--- config.mk ---
export PLATFORM = sky130hd
export DESIGN_NAME = sub_div_seq
export DESIGN_NICKNAME = d
export VERILOG_FILES = /design/src/rtl/sub_div_pkg.sv /design/src/rtl/sub_div_seq_sub.sv /design/src/rtl/sub_div_seq.sv
export SDC_FILE = /design/constraint.sdc
export NUM_CORES = 1
export LEC_CHECK = 0
export CORE_ASPECT_RATIO = 1.2
export CORE_MARGIN = 10
export CORE_UTILIZATION = 49
export DETAILED_ROUTE_END_ITERATION = 16
export GPL_TIMING_DRIVEN = 0
export PLACE_DENSITY = 0.79
export SLEW_MARGIN = 20
export SYNTH_ARGS = -nofsm -noshare
export SYNTH_HDL_FRONTEND = slang
export SYNTH_HIERARCHICAL = 1
export SYNTH_SLANG_ARGS = --single-unit
--- constraint.sdc ---
create_clock -name clk_i -period 5 [get_ports clk_i]
set_input_delay 1.25 -clock clk_i [delete_from_list [all_inputs] [get_ports clk_i]]
set_output_delay 1.25 -clock clk_i [all_outputs]
set_load 0.005 [all_outputs]
--- src/rtl/sub_div_pkg.sv ---
// sub_div_pkg: shared state encoding and counter sizing for the sequential divider
package sub_div_pkg;
  typedef enum logic [1:0] {IDLE, BUSY, DONE} state_e;
  function automatic int cnt_width(input int width);
    return ($clog2(width) < 1) ? 1 : $clog2(width);
  endfunction
endpackage

--- src/rtl/sub_div_seq_sub.sv ---
// Sub: a - b as a + ~b + 1 with selectable carry-prefix network (0 serial, 1 Brent-Kung, 2 Sklansky)
module Sub #(
  parameter int width = 8,
  parameter int speed = 0
) (
  input  logic [width-1:0] a_i,
  input  logic [width-1:0] b_i,
  output logic [width-1:0] d_o
);
  localparam int LG = $clog2(width);
  logic [width-1:0] p, g_n, p_n, c;
  // Node 0 is the constant carry-in; node i>0 carries bit i-1, so prefix i is the carry into bit i.
  assign p   = a_i ^ ~b_i;
  assign g_n = {a_i[width-2:0] & ~b_i[width-2:0], 1'b1};
  assign p_n = {p[width-2:0], 1'b0};
  function automatic logic [width-1:0] carries(input logic [width-1:0] g0, input logic [width-1:0] p0);
    logic [width-1:0] g, pp;
    int j;
    g  = g0;
    pp = p0;
    if (speed == 0) begin
      for (int i = 1; i < width; i++) begin
        g[i]  = g[i] | (pp[i] & g[i-1]);
        pp[i] = pp[i] & pp[i-1];
      end
    end else if (speed == 1) begin
      for (int l = 0; l < LG; l++)
        for (int i = 0; i < width; i++)
          if ((i + 1) % (2 << l) == 0) begin
            j     = i - (1 << l);
            g[i]  = g[i] | (pp[i] & g[j]);
            pp[i] = pp[i] & pp[j];
          end
      for (int l = LG - 1; l >= 0; l--)
        for (int i = 0; i < width; i++)
          if ((i + 1) % (2 << l) == (1 << l) && i >= (2 << l)) begin
            j     = i - (1 << l);
            g[i]  = g[i] | (pp[i] & g[j]);
            pp[i] = pp[i] & pp[j];
          end
    end else begin
      for (int l = 0; l < LG; l++)
        for (int i = 0; i < width; i++)
          if (((i >> l) & 1) == 1) begin
            j     = ((i >> l) << l) - 1;
            g[i]  = g[i] | (pp[i] & g[j]);
            pp[i] = pp[i] & pp[j];
          end
    end
    return g;
  endfunction
  assign c   = carries(g_n, p_n);
  assign d_o = p ^ c;
endmodule

--- src/rtl/sub_div_seq.sv ---
// sub_div_seq: restoring unsigned divider, one trial subtraction per cycle through a shared Sub
module sub_div_seq
  import sub_div_pkg::*;
#(
  parameter int width = 8,
  parameter int speed = 0
) (
  input  logic             clk_i,
  input  logic             rst_ni,
  input  logic             in_valid_i,
  output logic             in_ready_o,
  input  logic [width-1:0] A_i,
  input  logic [width-1:0] B_i,
  output logic             out_valid_o,
  input  logic             out_ready_i,
  output logic [width-1:0] Q_o,
  output logic [width-1:0] R_o,
  output logic             div_zero_o
);
  localparam int CW = cnt_width(width);
  state_e            state_q, state_d;
  logic [CW-1:0]     cnt_q, cnt_d;
  logic [width-1:0]  quot_q, quot_d, div_q, div_d;
  logic [width:0]    rem_q, rem_d, shifted, diff;
  logic              dz_q, dz_d;
  assign shifted = {rem_q[width-1:0], quot_q[width-1]};
  Sub #(.width(width + 1), .speed(speed)) u_sub (
    .a_i(shifted),
    .b_i({1'b0, div_q}),
    .d_o(diff)
  );
  always_comb begin
    state_d = state_q;
    cnt_d   = cnt_q;
    quot_d  = quot_q;
    rem_d   = rem_q;
    div_d   = div_q;
    dz_d    = dz_q;
    if (state_q == IDLE && in_valid_i) begin
      state_d = BUSY;
      quot_d  = A_i;
      rem_d   = '0;
      div_d   = B_i;
      dz_d    = (B_i == '0);
      cnt_d   = CW'(width - 1);
    end else if (state_q == BUSY) begin
      rem_d   = diff[width] ? shifted : diff;
      quot_d  = {quot_q[width-2:0], ~diff[width]};
      cnt_d   = cnt_q - CW'(1);
      state_d = (cnt_q == '0) ? DONE : BUSY;
    end else if (state_q == DONE && out_ready_i) begin
      state_d = IDLE;
    end
  end
  always_ff @(posedge clk_i or negedge rst_ni) begin
    if (!rst_ni) begin
      state_q <= IDLE;
      cnt_q   <= '0;
      quot_q  <= '0;
      rem_q   <= '0;
      div_q   <= '0;
      dz_q    <= 1'b0;
    end else begin
      state_q <= state_d;
      cnt_q   <= cnt_d;
      quot_q  <= quot_d;
      rem_q   <= rem_d;
      div_q   <= div_d;
      dz_q    <= dz_d;
    end
  end
  assign in_ready_o  = (state_q == IDLE);
  assign out_valid_o = (state_q == DONE);
  assign Q_o         = quot_q;
  assign R_o         = rem_q[width-1:0];
  assign div_zero_o  = dz_q;
endmodule

==> flow_metrics.env <==
export IMPL_status="finished, final reports clean"
export IMPL_portBuffers=38
export IMPL_grt_ovfl_total=0
export IMPL_drive_gt1_share_pct=11.3
export IMPL_area_delta_synth_final_pct=31.4
export IMPL_nNetsFinal=223
export IMPL_syn_avg_cell_area_um2=10.7
export IMPL_fin_crit_ns=4.67
export IMPL_setup_viol=0
export IMPL_cts_resized=0
export IMPL_grt_pass1_vias=1319
export IMPL_cp_start_kind="flip-flop"
export IMPL_synth_top_area_share_pct=47.3
export IMPL_cp_arrival_ns=4.90
export IMPL_placed_cells=222
export IMPL_gp_congestion=0.785
export IMPL_viasPerCell=5.33
export IMPL_p_switching_mw=0.138
export IMPL_p_per_area_mw_per_mm2=262
export IMPL_p_leak_nw=1.04
export IMPL_yosys_area_top_type="dfrtp_1"
export IMPL_synth_distinct_cells=29
export IMPL_clk_latency_ns=0.33
export IMPL_fmax_ghz=0.214
export IMPL_vias=1225
export IMPL_seqPwrFrac_pct=48.1
export IMPL_die_h_um=82.3
export IMPL_routedWlPerCell_um=16.0
export IMPL_fin_crit_sh_pct=93.5
export IMPL_cts_sinks=30
export IMPL_cts_buffers=5
export IMPL_io_pins=39
export IMPL_antenna_left=0
export IMPL_core_area_mm2=0.00308
export IMPL_fin_cells=230
export IMPL_crit_top_cell="fa_1"
export IMPL_cts_setup_buffers=0
export IMPL_yosysSeqAreaShare_pct=47.3
export IMPL_num_rows=22
export IMPL_max_cap_violations=0
export IMPL_n_antenna_cell=0
export IMPL_p_sw_share_pct=25.3
export IMPL_grt_max_degree=31
export IMPL_drcViolationCount=0
export IMPL_clockBufferDepth=2
export IMPL_start_util_pct=51.5
export IMPL_grt_usage_pct=13.4
export IMPL_crit_fanout=9
export IMPL_yosys_warnings=6
export IMPL_p_int_mw=0.408
export IMPL_cp_cell_sequence="inv_1 > ha_1 > fa_1 > fa_1 > fa_1 > fa_1 > fa_1 > fa_1 > fa_1 > xor3_1 > clkbuf_1 > nor2_1 > a221o_1"
export IMPL_synth_area_leaders="dfrtp_1, fa_1, nand2_1, mux2i_1, inv_1"
export IMPL_cp_required_ns=5.23
export IMPL_cts_hold_buf=0
export IMPL_syn_inst=148
export IMPL_fillers=258
export IMPL_rsz0062_at_grt="false"
export IMPL_vdd_ir_drop_max_uv=258
export IMPL_pwr_share_comb_pct=16.3
export IMPL_dr_pass1_iters=4
export IMPL_dieArea_mm2=0.00592
export IMPL_min_path_type="flip-flop to flip-flop"
export IMPL_antenna_found_initial=0
export IMPL_pwr_share_clk_pct=35.6
export IMPL_path_class="flip-flop to flip-flop"
export IMPL_synth_common_cells="dfrtp_1, nand2_1, inv_1"
export IMPL_drt_wl_total_um=3690
export IMPL_synth_flop_cell="dfrtp_1"
export IMPL_hold_viol=0
export IMPL_ys_async_sr_fraction_pct=100
export IMPL_die_w_um=71.9
export IMPL_cts_tree="yes"
export IMPL_hpwl_um=2780
export IMPL_fin_tns_setup_ns=0
export IMPL_end_kind="flip-flop"
export IMPL_syn_area_mm2=0.00159
export IMPL_slew_headroom_pct=53.1
export IMPL_grt_pass1_wl_um=6370
export IMPL_cts_root_buf="clkbuf_4"
export IMPL_cts_clk_slew_worst_paths_ns=0.10
export IMPL_critPathMaxStageDelay_ns=0.54
export IMPL_synth_edff_count=0
export IMPL_skew_ns=0.0100
export IMPL_cpMaxStageDelayCell="clkbuf_1"
export IMPL_ys_ff_latch=30
export IMPL_slew_violations=0
export IMPL_synth_most_common_cell="dfrtp_1"
export IMPL_drtIter0Drc=60
export IMPL_worstMarginPinSlew_ns=0.703
export IMPL_syn_nets=178
export IMPL_htreeDepth=2
==> flip-flops by register name, indices dropped and copies added, names as in the netlist <==
| signal | count |
|---|---|
| state_q | 2 |
| div_q | 8 |
| cnt_q | 3 |
| rem_q | 8 |
| div_zero_o | 1 |
| Q_o | 8 |
==> path summary, 6_finish.rpt <==
kind	start	end	slack (ns)	depth (start not counted)
max	Q_o[7]$_DFFE_PN0P_	Q_o[0]$_DFFE_PN0P_	0.33	13
min	Q_o[1]$_DFFE_PN0P_	Q_o[1]$_DFFE_PN0P_	0.52	2
max reg2reg	Q_o[7]$_DFFE_PN0P_	Q_o[0]$_DFFE_PN0P_	0.33	13
min reg2reg	Q_o[1]$_DFFE_PN0P_	Q_o[1]$_DFFE_PN0P_	0.52	2
max in group asynchronous	rst_ni	div_q[5]$_DFFE_PN0P_	3.61	1
min in group asynchronous	rst_ni	rem_q[5]$_DFFE_PN0P_	0.94	1
==> cell usage in the layout, fill, tap and decap left out, drive strengths merged <==
| cell type | netlist | routed |
|---|---|---|
| nor2 | 2 | 2 |
| clkbuf | 1 | 6 |
| mux2 | 8 | 8 |
| dfrtp | 30 | 30 |
| fa | 7 | 7 |
| nor3b | 1 | 1 |
| clkinv | 0 | 2 |
| xnor2 | 1 | 1 |
| o22ai | 8 | 8 |
| buf | 6 | 7 |
| a22oi | 7 | 7 |
| inv | 21 | 21 |
| xor3 | 1 | 1 |
| o211ai | 1 | 1 |
| bufinv | 0 | 1 |
| nand3 | 1 | 1 |
| nand2b | 2 | 2 |
| o21bai | 1 | 1 |
| o21ai | 5 | 5 |
| ha | 3 | 3 |
| nand2 | 26 | 26 |
| nor4 | 2 | 2 |
| mux2i | 8 | 8 |
| a221o | 1 | 1 |
| conb | 1 | 1 |
| nor2b | 2 | 2 |
| a21oi | 1 | 1 |
| clkdlybuf4s50 | 0 | 37 |
| and3 | 1 | 1 |
==> power groups by stage <==
stage | Clock [mW] | Sequential [mW] | Combinational [mW]
after detailed placement | 0 | 0.267 | 0.0906
after global routing | 0.213 | 0.264 | 0.100
after floorplan | 0 | 0.266 | 0.0443
after CTS | 0.198 | 0.262 | 0.0906
after global placement | 0 | 0.266 | 0.0868
final | 0.194 | 0.262 | 0.0891
==> metrics by stage <==
stage / hold WS, ns / setup WS, ns / instance area [um2] / total power, mW / utilization [%]
after floorplan: 0.477 / 0.700 / 1590 / 0.310 / -
after global placement: 0.489 / 0.421 / 2010 / 0.353 / 65.3
after detailed placement: 0.492 / 0.335 / 2010 / 0.358 / 65.1
after CTS: 0.519 / 0.308 / 2080 / 0.551 / 67.6
after global routing: 0.558 / 0.107 / 2080 / 0.577 / 67.6
final: 0.518 / 0.327 / 2080 / 0.545 / 67.6
==> per-layer routing <==
layer	up-vias	global-route usage (%)	share of wire, %
li1	579	-	-
met1	602	15.0	41
met2	40	22.1	48
met3	4	7.16	9.9
met4	0	3.10	0.60
met5	-	0	0
==> worst max-delay path: cells and delay by family, from the launching register on <==
family | cells | cell delay (ns)
flops | 1 | 0.40
xor+xnor | 1 | 0.21
buf+inv | 2 | 0.60
simple gates | 1 | 0.12
compound gates | 1 | 0.28
fa+ha+maj | 8 | 2.96
==> layout make-up <==
class | count | area (um2) | share of cell area, %
flip-flops and latches | 30 | 751 | 36.0
multi-input cells | 90 | 714 | 34.3
repair buffers | 38 | 375 | 18.0
inverters | 21 | 78.8 | 3.78
well taps | 36 | 45.0 | 2.16
plain buffers | 7 | 42.5 | 2.04
clock inverters | 3 | 40.0 | 1.92
clock buffers | 5 | 37.5 | 1.80
==> logic make-up after synthesis <==
group | after synthesis | synth area share [%]
AO/OA/AOI/OAI | 24 | 9.94
AND/OR/NAND/NOR | 37 | 10.9
flip-flops | 30 | 47.3
buffers and inverters | 28 | 7.65
other | 1 | 0.236
multiplexers | 16 | 10.7
adder cells (fa/ha/maj) | 10 | 11.2
XOR/XNOR | 2 | 2.05
Note: power is estimated with default switching activity, not from simulation.
